--- src/rtl/alu_sequencer_pkg.sv ---
// rtl/alu_sequencer_pkg.sv - shared types and constants for the ALU sequencer
// Purpose: opcode map, FSM state encoding, decode bundle and instruction builder.
// Ports: none (package).
package alu_sequencer_pkg;

  localparam int DEF_DATA_W = 4;
  localparam int DEF_PC_W   = 6;
  localparam int OPC_W      = 4;
  localparam int DEF_INSTR_W = OPC_W + DEF_PC_W;

  localparam logic [OPC_W-1:0] OPC_NOP  = 4'b0000;
  localparam logic [OPC_W-1:0] OPC_LDI  = 4'b0001;
  localparam logic [OPC_W-1:0] OPC_JMP  = 4'b0010;
  localparam logic [OPC_W-1:0] OPC_JZ   = 4'b0011;
  localparam logic [OPC_W-1:0] OPC_JC   = 4'b0100;
  localparam logic [OPC_W-1:0] OPC_JS   = 4'b0101;
  localparam logic [OPC_W-1:0] OPC_OUT  = 4'b0110;
  localparam logic [OPC_W-1:0] OPC_HALT = 4'b0111;
  // ALU instructions are 1ooo; the low three bits become alu_op.
  localparam logic [OPC_W-1:0] OPC_ALU  = 4'b1000;

  typedef enum logic [2:0] {
    ST_IDLE   = 3'd0,
    ST_FETCH  = 3'd1,
    ST_EXEC   = 3'd2,
    ST_WB     = 3'd3,
    ST_HALTED = 3'd4
  } state_t;

  typedef enum logic [1:0] {
    COND_ALWAYS = 2'd0,
    COND_Z      = 2'd1,
    COND_C      = 2'd2,
    COND_S      = 2'd3
  } cond_t;

  typedef struct packed {
    logic  is_alu;
    logic  is_jmp;
    cond_t cond_sel;
    logic  is_ldi;
    logic  is_out;
    logic  is_halt;
  } dec_t;

  function automatic logic [DEF_INSTR_W-1:0] mk_instr(input logic [OPC_W-1:0] opc,
                                                      input logic [DEF_PC_W-1:0] operand);
    return {opc, operand};
  endfunction

endpackage

--- src/rtl/alu_sequencer_if.sv ---
// rtl/alu_sequencer_if.sv - instruction-memory and ALU bus between sequencer and datapath
// Purpose: groups the imem fetch path and the ALU operand/result path.
// Ports (master = sequencer): imem_addr, alu_a, alu_b, alu_op, alu_cin out;
//                             imem_data, alu_r, alu_zero, alu_carry, alu_sign in.
interface alu_sequencer_if #(
  parameter int DATA_W = 4,
  parameter int PC_W   = 6
);
  localparam int INSTR_W = 4 + PC_W;

  logic [PC_W-1:0]    imem_addr;
  logic [INSTR_W-1:0] imem_data;
  logic [DATA_W-1:0]  alu_a;
  logic [DATA_W-1:0]  alu_b;
  logic [2:0]         alu_op;
  logic               alu_cin;
  logic [DATA_W-1:0]  alu_r;
  logic               alu_zero;
  logic               alu_carry;
  logic               alu_sign;

  modport master (
    output imem_addr, alu_a, alu_b, alu_op, alu_cin,
    input  imem_data, alu_r, alu_zero, alu_carry, alu_sign
  );

  modport slave (
    input  imem_addr, alu_a, alu_b, alu_op, alu_cin,
    output imem_data, alu_r, alu_zero, alu_carry, alu_sign
  );
endinterface

--- src/rtl/alu_seq_decode.sv ---
// rtl/alu_seq_decode.sv - combinational opcode decoder for the ALU sequencer
// Purpose: maps a 4-bit opcode to instruction class flags and jump condition.
// Ports: opcode in [3:0]; dec out (dec_t: is_alu, is_jmp, cond_sel, is_ldi, is_out, is_halt).
module alu_seq_decode
  import alu_sequencer_pkg::*;
(
  input  logic [OPC_W-1:0] opcode,
  output dec_t             dec
);

  always_comb begin
    dec = '0;
    dec.cond_sel = COND_ALWAYS;
    if (opcode[OPC_W-1]) begin
      dec.is_alu = 1'b1;
    end else begin
      case (opcode)
        OPC_LDI:  dec.is_ldi = 1'b1;
        OPC_JMP:  dec.is_jmp = 1'b1;
        OPC_JZ:   begin dec.is_jmp = 1'b1; dec.cond_sel = COND_Z; end
        OPC_JC:   begin dec.is_jmp = 1'b1; dec.cond_sel = COND_C; end
        OPC_JS:   begin dec.is_jmp = 1'b1; dec.cond_sel = COND_S; end
        OPC_OUT:  dec.is_out = 1'b1;
        OPC_HALT: dec.is_halt = 1'b1;
        default:  dec = dec;
      endcase
    end
  end

endmodule

--- src/rtl/alu_sequencer.sv ---
// rtl/alu_sequencer.sv - fetch/execute sequencer driving a 4-bit combinational ALU
// Purpose: fetches from a sync-read ROM, keeps PC/ACC/flags, runs ALU ops,
//          immediate loads, conditional jumps and output writes.
// Ports: clk, reset (sync, active-high), start (pulse);
//        bus (alu_sequencer_if.master: imem and ALU signals);
//        out_data/out_valid (OUT result and one-cycle strobe); busy; halted.
// Config: ALU_CIN_CHAIN_EN - when defined, ALU ops drive alu_cin from the carry
//         flag so multi-word arithmetic can chain; otherwise alu_cin is tied 0.
module alu_sequencer
  import alu_sequencer_pkg::*;
#(
  parameter int DATA_W = DEF_DATA_W,
  parameter int PC_W   = DEF_PC_W
) (
  input  logic              clk,
  input  logic              reset,
  input  logic              start,
  alu_sequencer_if.master   bus,
  output logic [DATA_W-1:0] out_data,
  output logic              out_valid,
  output logic              busy,
  output logic              halted
);

  localparam int INSTR_W = OPC_W + PC_W;

  state_t            state;
  logic [PC_W-1:0]   pc;
  logic [DATA_W-1:0] acc;
  logic              zf, cf, sf;
  logic [DATA_W-1:0] alu_a_q, alu_b_q;
  logic [2:0]        alu_op_q;

  logic [OPC_W-1:0]  opcode;
  logic [PC_W-1:0]   operand;
  logic [PC_W-1:0]   pc_inc;
  dec_t              dec;
  logic              jump_taken;

  assign opcode  = bus.imem_data[INSTR_W-1:PC_W];
  assign operand = bus.imem_data[PC_W-1:0];
  // Natural PC_W-bit overflow gives the wrap from the last address to 0.
  assign pc_inc  = pc + PC_W'(1);

  alu_seq_decode u_decode (
    .opcode (opcode),
    .dec    (dec)
  );

  always_comb begin
    jump_taken = 1'b0;
    case (dec.cond_sel)
      COND_ALWAYS: jump_taken = dec.is_jmp;
      COND_Z:      jump_taken = dec.is_jmp & zf;
      COND_C:      jump_taken = dec.is_jmp & cf;
      COND_S:      jump_taken = dec.is_jmp & sf;
      default:     jump_taken = 1'b0;
    endcase
  end

`ifdef ALU_CIN_CHAIN_EN
  logic alu_cin_q;
  assign bus.alu_cin = alu_cin_q;
`else
  assign bus.alu_cin = 1'b0;
`endif

  assign bus.imem_addr = pc;
  assign bus.alu_a     = alu_a_q;
  assign bus.alu_b     = alu_b_q;
  assign bus.alu_op    = alu_op_q;

  always_ff @(posedge clk) begin
    if (reset) begin
      state     <= ST_IDLE;
      pc        <= '0;
      acc       <= '0;
      zf        <= 1'b0;
      cf        <= 1'b0;
      sf        <= 1'b0;
      alu_a_q   <= '0;
      alu_b_q   <= '0;
      alu_op_q  <= '0;
      out_data  <= '0;
      out_valid <= 1'b0;
      busy      <= 1'b0;
      halted    <= 1'b0;
`ifdef ALU_CIN_CHAIN_EN
      alu_cin_q <= 1'b0;
`endif
    end else begin
      out_valid <= 1'b0;
      case (state)
        ST_IDLE, ST_HALTED: begin
          if (start) begin
            pc     <= '0;
            state  <= ST_FETCH;
            busy   <= 1'b1;
            halted <= 1'b0;
          end
        end
        // ROM registers imem_addr here; its word is on imem_data in EXEC.
        ST_FETCH: state <= ST_EXEC;
        ST_EXEC: begin
          state <= ST_FETCH;
          pc    <= jump_taken ? operand : pc_inc;
          if (dec.is_ldi) acc <= operand[DATA_W-1:0];
          if (dec.is_out) begin
            out_data  <= acc;
            out_valid <= 1'b1;
          end
          if (dec.is_halt) begin
            state  <= ST_HALTED;
            busy   <= 1'b0;
            halted <= 1'b1;
          end
          if (dec.is_alu) begin
            alu_a_q  <= acc;
            alu_b_q  <= operand[DATA_W-1:0];
            alu_op_q <= opcode[2:0];
`ifdef ALU_CIN_CHAIN_EN
            alu_cin_q <= cf;
`endif
            state    <= ST_WB;
          end
        end
        // ALU is combinational off the registered operands, so its result is ready now.
        ST_WB: begin
          acc   <= bus.alu_r;
          zf    <= bus.alu_zero;
          cf    <= bus.alu_carry;
          sf    <= bus.alu_sign;
          state <= ST_FETCH;
        end
        default: begin
          state <= ST_IDLE;
          busy  <= 1'b0;
        end
      endcase
    end
  end

endmodule

--- src/flat_wrapper.sv ---
// flat-port wrapper written by rule: the top's interface ports become plain ports
module alu_sequencer_flat import alu_sequencer_pkg::*;
#(
  parameter int DATA_W = DEF_DATA_W,
  parameter int PC_W   = DEF_PC_W
)
  (clk, reset, start, out_data, out_valid, busy, halted, bus_imem_addr, bus_alu_a, bus_alu_b, bus_alu_op, bus_alu_cin, bus_imem_data, bus_alu_r, bus_alu_zero, bus_alu_carry, bus_alu_sign);
  alu_sequencer_if #(.DATA_W(DATA_W), .PC_W(PC_W)) bus_i ();
  input  logic clk;
  input  logic reset;
  input  logic start;
  output logic [DATA_W-1:0] out_data;
  output logic out_valid;
  output logic busy;
  output logic halted;
  output wire logic [$bits(bus_i.imem_addr)-1:0] bus_imem_addr;
  output wire logic [$bits(bus_i.alu_a)-1:0] bus_alu_a;
  output wire logic [$bits(bus_i.alu_b)-1:0] bus_alu_b;
  output wire logic [$bits(bus_i.alu_op)-1:0] bus_alu_op;
  output wire logic [$bits(bus_i.alu_cin)-1:0] bus_alu_cin;
  input wire logic [$bits(bus_i.imem_data)-1:0] bus_imem_data;
  input wire logic [$bits(bus_i.alu_r)-1:0] bus_alu_r;
  input wire logic [$bits(bus_i.alu_zero)-1:0] bus_alu_zero;
  input wire logic [$bits(bus_i.alu_carry)-1:0] bus_alu_carry;
  input wire logic [$bits(bus_i.alu_sign)-1:0] bus_alu_sign;
  assign bus_imem_addr = bus_i.imem_addr;
  assign bus_alu_a = bus_i.alu_a;
  assign bus_alu_b = bus_i.alu_b;
  assign bus_alu_op = bus_i.alu_op;
  assign bus_alu_cin = bus_i.alu_cin;
  assign bus_i.imem_data = bus_imem_data;
  assign bus_i.alu_r = bus_alu_r;
  assign bus_i.alu_zero = bus_alu_zero;
  assign bus_i.alu_carry = bus_alu_carry;
  assign bus_i.alu_sign = bus_alu_sign;
  alu_sequencer #(.DATA_W(DATA_W), .PC_W(PC_W)) u_core (.clk(clk), .reset(reset), .start(start), .bus(bus_i), .out_data(out_data), .out_valid(out_valid), .busy(busy), .halted(halted));
endmodule
--- config.mk ---
export PLATFORM = sky130hd
export DESIGN_NAME = alu_sequencer_flat
export DESIGN_NICKNAME = d
export VERILOG_FILES = /design/src/rtl/alu_sequencer_pkg.sv /design/src/rtl/alu_sequencer_if.sv /design/src/rtl/alu_seq_decode.sv /design/src/rtl/alu_sequencer.sv /design/src/flat_wrapper.sv
export SDC_FILE = /design/constraint.sdc
export NUM_CORES = 1
export LEC_CHECK = 0
export CORE_ASPECT_RATIO = 0.7
export CORE_MARGIN = 2
export CORE_UTILIZATION = 30
export DETAILED_ROUTE_END_ITERATION = 10
export SYNTH_ARGS = -nofsm -noshare
export SYNTH_HDL_FRONTEND = slang
export SYNTH_SLANG_ARGS = --single-unit
--- constraint.sdc ---
create_clock -name clk -period 1.5 [get_ports clk]
set_clock_uncertainty 0.1 [all_clocks]
set_input_delay 0.3 -clock clk [delete_from_list [all_inputs] [get_ports clk]]
set_output_delay 0.3 -clock clk [all_outputs]
set_load 0.02 [all_outputs]
# Word level (Yosys, flattened, before mapping)
# Index checks and enable logic that the tools add are counted.
classes:
  n_bitwise: 5
  n_addsub: 1
  eq_ne: 17
  reduce_logical: 14
  mux: 24
op_table:
  columns: ["operator", "count"]
  rows:
  - ["two-way mux 6 bit", 3]
  - ["equality test 4 x 3 -> 1 bit, second input constant", 4]
  - ["one-hot mux 3 bit (4 select lines)", 1]
  - ["one-hot mux 6 bit (2 select lines)", 1]
  - ["two-way mux 1 bit", 10]
  - ["two-way mux 3 bit", 3]
  - ["equality test 4 x 2 -> 1 bit, second input constant", 2]
  - ["one-hot mux 4 bit (2 select lines)", 1]
  - ["AND reduction 2 bit", 4]
  - ["adder 6 x 1 -> 6 bit, second input constant", 1]
  - ["equality test 3 x 2 -> 1 bit, second input constant", 2]
  - ["one-hot mux 2 bit (3 select lines)", 1]
  - ["AND reduction 3 bit", 2]
  - ["OR reduction 2 bit", 3]
  - ["equality test 2 bit, second input constant", 2]
  - ["equality test 4 x 1 -> 1 bit, second input constant", 1]
  - ["two-way mux 4 bit", 1]
  - ["inequality test 2 x 1 -> 1 bit, second input constant", 2]
  - ["one-hot mux 1 bit (4 select lines)", 1]
  - ["nonzero test 2 bit", 2]
  - ["OR reduction 4 bit", 1]
  - ["AND 1 bit", 3]
  - ["equality test 3 x 1 -> 1 bit, second input constant", 1]
  - ["equality test 3 bit, second input constant", 1]
  - ["7 further kinds", 8]
totals:
  ff_bits: 34
  input_bits: 20

# Longest topological paths before layout
logic_depth:
  word_depth: 8
  depth_mapped: 5

# Modules after synthesis
# From an unflattened synthesis, not the netlist that was laid out.
unflattened:
  hier_cells: 189
  hier_area_um2: 1546.5
modules_own_cells:
  columns: ["module", "n_inst", "area_per_inst_um2", "seq_area_each_um2", "cells_per_inst"]
  rows:
  - ["alu_sequencer", 1, 1481.4, 680.7, 180]
  - ["alu_seq_decode", 1, 65.1, 0.0, 9]

# Worst setup path before layout
# OpenSTA, ideal clock, no wires.
synth_timing:
  path_type: "input to register"
  start: "in bus_imem_data[6]"
  end: "reg u_core.pc[5], in the netlist u_core.bus.imem_addr[5]"
  path_buffers: 0
  setup_slack_ps: -100
  cell_stages: 4
  required_time_ps: 1284
  setup_time_ps: 116
  t_arrival_ps: 1384
  path_cell_list: "mux2_2 > a32oi_2 > o32ai_1 > a31o_2"
synth_between:
  elab_chain_len: 8
  elab_cells_between_ends: 18
synth_lines:
  columns: ["item", "line", "rtl"]
  rows:
  - ["start: declaration", "flat_wrapper.sv:21", "input wire logic [$bits(bus_i.imem_data)-1:0] bus_imem_data;"]
  - ["equality test 4 x 3 -> 1 bit / equality test 4 x 2 -> 1 bit (equally long branches)", "alu_seq_decode.sv:17", "case (opcode)"]
  - ["OR reduction 4 bit (no source line)", null, null]
  - ["two-way mux 1 bit", "alu_seq_decode.sv:17", null]
  - ["two-way mux 6 bit (*)", "alu_seq_decode.sv:14", "if (opcode[OPC_W-1]) begin"]
  - ["AND 1 bit, on equally long branches", "alu_sequencer.sv:56, alu_sequencer.sv:54, alu_sequencer.sv:55", null]
  - ["one-hot mux 1 bit (4 select lines) (*)", "alu_sequencer.sv:52", "case (dec.cond_sel)"]
  - ["two-way mux 6 bit (*)", "alu_sequencer.sv:106", "pc <= jump_taken ? operand : pc_inc;"]
  - ["one-hot mux 6 bit (2 select lines) (*)", "alu_sequencer.sv:93", "case (state)"]
  - ["end signal: assignment", "alu_sequencer.sv:106", null]
  - ["end: declaration", "alu_sequencer.sv:28", "logic [PC_W-1:0] pc;"]
# Every way passes the cells marked *; elsewhere a longest branch is shown, timed or not.
# A chain may end at the register's enable or synchronous reset.

# Worst setup path in the final report
layout_timing:
  start: "reg u_core.cf"
  end: "reg u_core.pc[4], in the netlist u_core.bus.imem_addr[4]"
layout_between:
  elab_chain_len: 4
layout_lines:
  columns: ["item", "line", "rtl"]
  rows:
  - ["start: declaration", "alu_sequencer.sv:30", "logic zf, cf, sf;"]
  - ["start signal: assignment", "alu_sequencer.sv:131", "cf <= bus.alu_carry;"]
  - ["AND 1 bit", "alu_sequencer.sv:55", "COND_C: jump_taken = dec.is_jmp & cf;"]
  - ["one-hot mux 1 bit (4 select lines)", "alu_sequencer.sv:52", null]
  - ["two-way mux 6 bit", "alu_sequencer.sv:106", null]
  - ["one-hot mux 6 bit (2 select lines)", "alu_sequencer.sv:93", null]
# Every way passes these cells.

==> impl_metrics.yaml <==
pwr:
  p_leak_nw: 0.985
  power_density_nw_per_um2: 849
  ir_worst_vdd_mv: 0.362
  p_total_mw: 1.91
global_route:
  track_usage_pct: 14.2
  overflow: 0
  grt_pass1_wl_um: 6060
  grt_max_degree: 18
  grt_pass1_vias: 1236
  antenna_found_initial: 0
synth:
  syn_area_per_cell_um2: 8.63
  synth_ff_type: "dfxtp_1"
  yosysWarnings: 0
  synth-async-reset-ratio_pct: 0
  ys_seq_area_share_pct: 45.9
  synth.cell_area_um2: 1480
  synth.distinct_cells: 34
  netlist_instances: 172
  syn_nets: 193
  synth-edff-count: 0
  synth-seq-cells: 34
clocking:
  cts_htree_levels: 2
  cts_buffers: 5
  clkLatencyLatePin_ns: 0.28
  cts_num_sinks: 34
  cts_buffer_depth: 2
  cts_tree: "done"
  cts_root_buf: "clkbuf_8"
  holdBufCountCts: 0
  clk_pin_slew_ns: 0.07
detailed_routing:
  drt_pass1_iterations: 4
  dr.first_iter.drc_count: 73
  vias_per_cell: 4.57
  wl_per_cell_um: 12.5
  drc: 0
  vias: 1397
  drt_wl_total_um: 3830
  antenna_left: 0
sta:
  finalWorstSetupSlack_ns: 0.0306
  maxSlewViolCount: 0
  max_freq_mhz: 681
  fin_crit_sh_pct: 98.0
  setup_tns_ns: 0
  hold_viol: 0
  fin_crit_ns: 1.47
  rsz0062_at_grt: "true"
  setup_viol: 0
critical_path:
  start_kind: "register"
  crit_type: "register to register"
  cp_data_required_time_ns: 1.56
  ff2ff_setup_slack_ns: 0.03
  crit_fanout: 5
  arrival_ns: 1.53
  crit_path_end_kind: "register"
layout:
  diodes: 0
  layout_commonest_cell: "nand2_1"
  fillCellCount: 493
  drive_above_1_share_pct: 19.8
  finalNonFillerCells: 306
  layout_common_cells: "nand2_1, dfxtp_1, dlygate4sd2_1"
  nets: 257
  area_growth_pct: 51.3
  finish.utilization_pct: 46.9
floorplan:
  pin_count: 45
  rows: 21
  dieArea_um2: 5530
  start_util_pct: 31.0
  die_y_um: 62.8
  core_area_um2: 4780
  die_w_um: 88.1
place:
  gp_congestion: 0.743
  dpl.hpwl_um: 2890
  dpl.cell_count: 297
  pre_cts_slack_ns: -0.721
  portBuffers: 43
run:
  drv_cap: 0
min_path:
  worstHoldPathType: "primary input to register"
status:
  status: "complete, no violations"
-- state kept, by name, summed over array words and instances, names as in the netlist --
name and count:
u_core.acc 4, u_core.cf 1, u_core.out_data 4, u_core.busy 1
u_core.zf 1, u_core.out_valid 1, u_core.bus.imem_addr 6, u_core.bus.alu_op 3
u_core.halted 1, u_core.sf 1, u_core.bus.alu_b 4, u_core.bus.alu_a 4
u_core.state 3
-- cells in the mapped netlist, types with 2 or more instances --
| cell | instances | area share (%) |
|---|---|---|
| nand2_1 | 37 | 9.4 |
| dfxtp_1 | 34 | 46 |
| a21oi_1 | 18 | 6.1 |
| nor2_1 | 16 | 4.0 |
| nand3_1 | 9 | 3.0 |
| mux2i_1 | 8 | 5.4 |
| clkbuf_1 | 6 | 1.5 |
| a311oi_1 | 4 | 2.4 |
| o2bb2ai_1 | 4 | 2.4 |
| nand2b_1 | 3 | 1.3 |
| nor3_1 | 3 | 1.0 |
| xnor2_1 | 3 | 1.8 |
| a22oi_1 | 2 | 1.0 |
| buf_4 | 2 | 1.0 |
| inv_1 | 2 | 0.51 |
| mux2_2 | 2 | 1.5 |
| nor3b_1 | 2 | 1.0 |
-- through the flow --
stage	hold WS [ns]	instance area, µm²
after floorplan	0.333	1500
after detailed placement	0.346	2160
final	0.211	2240
after CTS	0.206	2230
after global placement	0.340	2160
after global routing	0.225	2240
-- final cells by class --
| cell class | count | area, µm² | area share [%] |
|---|---|---|---|
| well taps | 69 | 86.3 | 3.85 |
| multi-input cells | 128 | 793 | 35.3 |
| clock inverters | 1 | 5.00 | 0.223 |
| clock buffers | 7 | 86.3 | 3.85 |
| flip-flops and latches | 34 | 683 | 30.4 |
| inverters | 2 | 7.51 | 0.334 |
| repair buffers | 65 | 583 | 26.0 |
-- report_power, final --
group          switching, mW  total, mW  internal [mW]
Combinational          0.148      0.286          0.138
Sequential            0.0113      0.935          0.924
Clock                  0.314      0.684          0.370
-- kinds of logic after synthesis --
group | count (synthesis) | synth area share [%]
buffers and inverters | 10 | 3.04
AND/OR/NAND/NOR | 78 | 24.4
other | 1 | 0.253
XOR/XNOR | 4 | 2.36
flip-flops | 34 | 45.9
adder cells (fa/ha/maj) | 1 | 0.843
AO/OA/AOI/OAI | 34 | 16.4
multiplexers | 10 | 6.91
-- repair_timing --
action | CTS | global route
setup endpoints to repair | 38 | 7
hold endpoints to repair | 0 | 0
gates cloned | 0 | 0
gates resized for setup | 44 | 5
setup buffers | 1 | 0
pin swaps | 3 | 5
-- final timing paths --
| path | start | to | cells past startpoint |
|---|---|---|---|
| worst min register to register | u_core.bus.alu_a[1] | u_core.bus.alu_a[1] | 2 |
| worst max-delay path | u_core.cf | u_core.bus.imem_addr[4] | 5 |
| worst max register to register | u_core.cf | u_core.bus.imem_addr[4] | 5 |
| worst min-delay path | bus_imem_data[8] | u_core.bus.alu_op[2] | 3 |
-- worst max-delay path, stage by stage, from the launching register on --
cell	delay, ns
dfxtp_2	0.33
mux2_4	0.28
a32oi_4	0.24
buf_12	0.16
mux2i_1	0.18
o2bb2ai_1	0.07
-- per-layer routing --
metal	global-route usage, %	up-vias	part of all wire (%)
met4	2.27	0	0.21
met3	4.89	2	7.6
met1	22.7	617	55
met5	0	-	0
met2	18.2	49	38
li1	-	729	-
(Power assumes the default switching activity.)
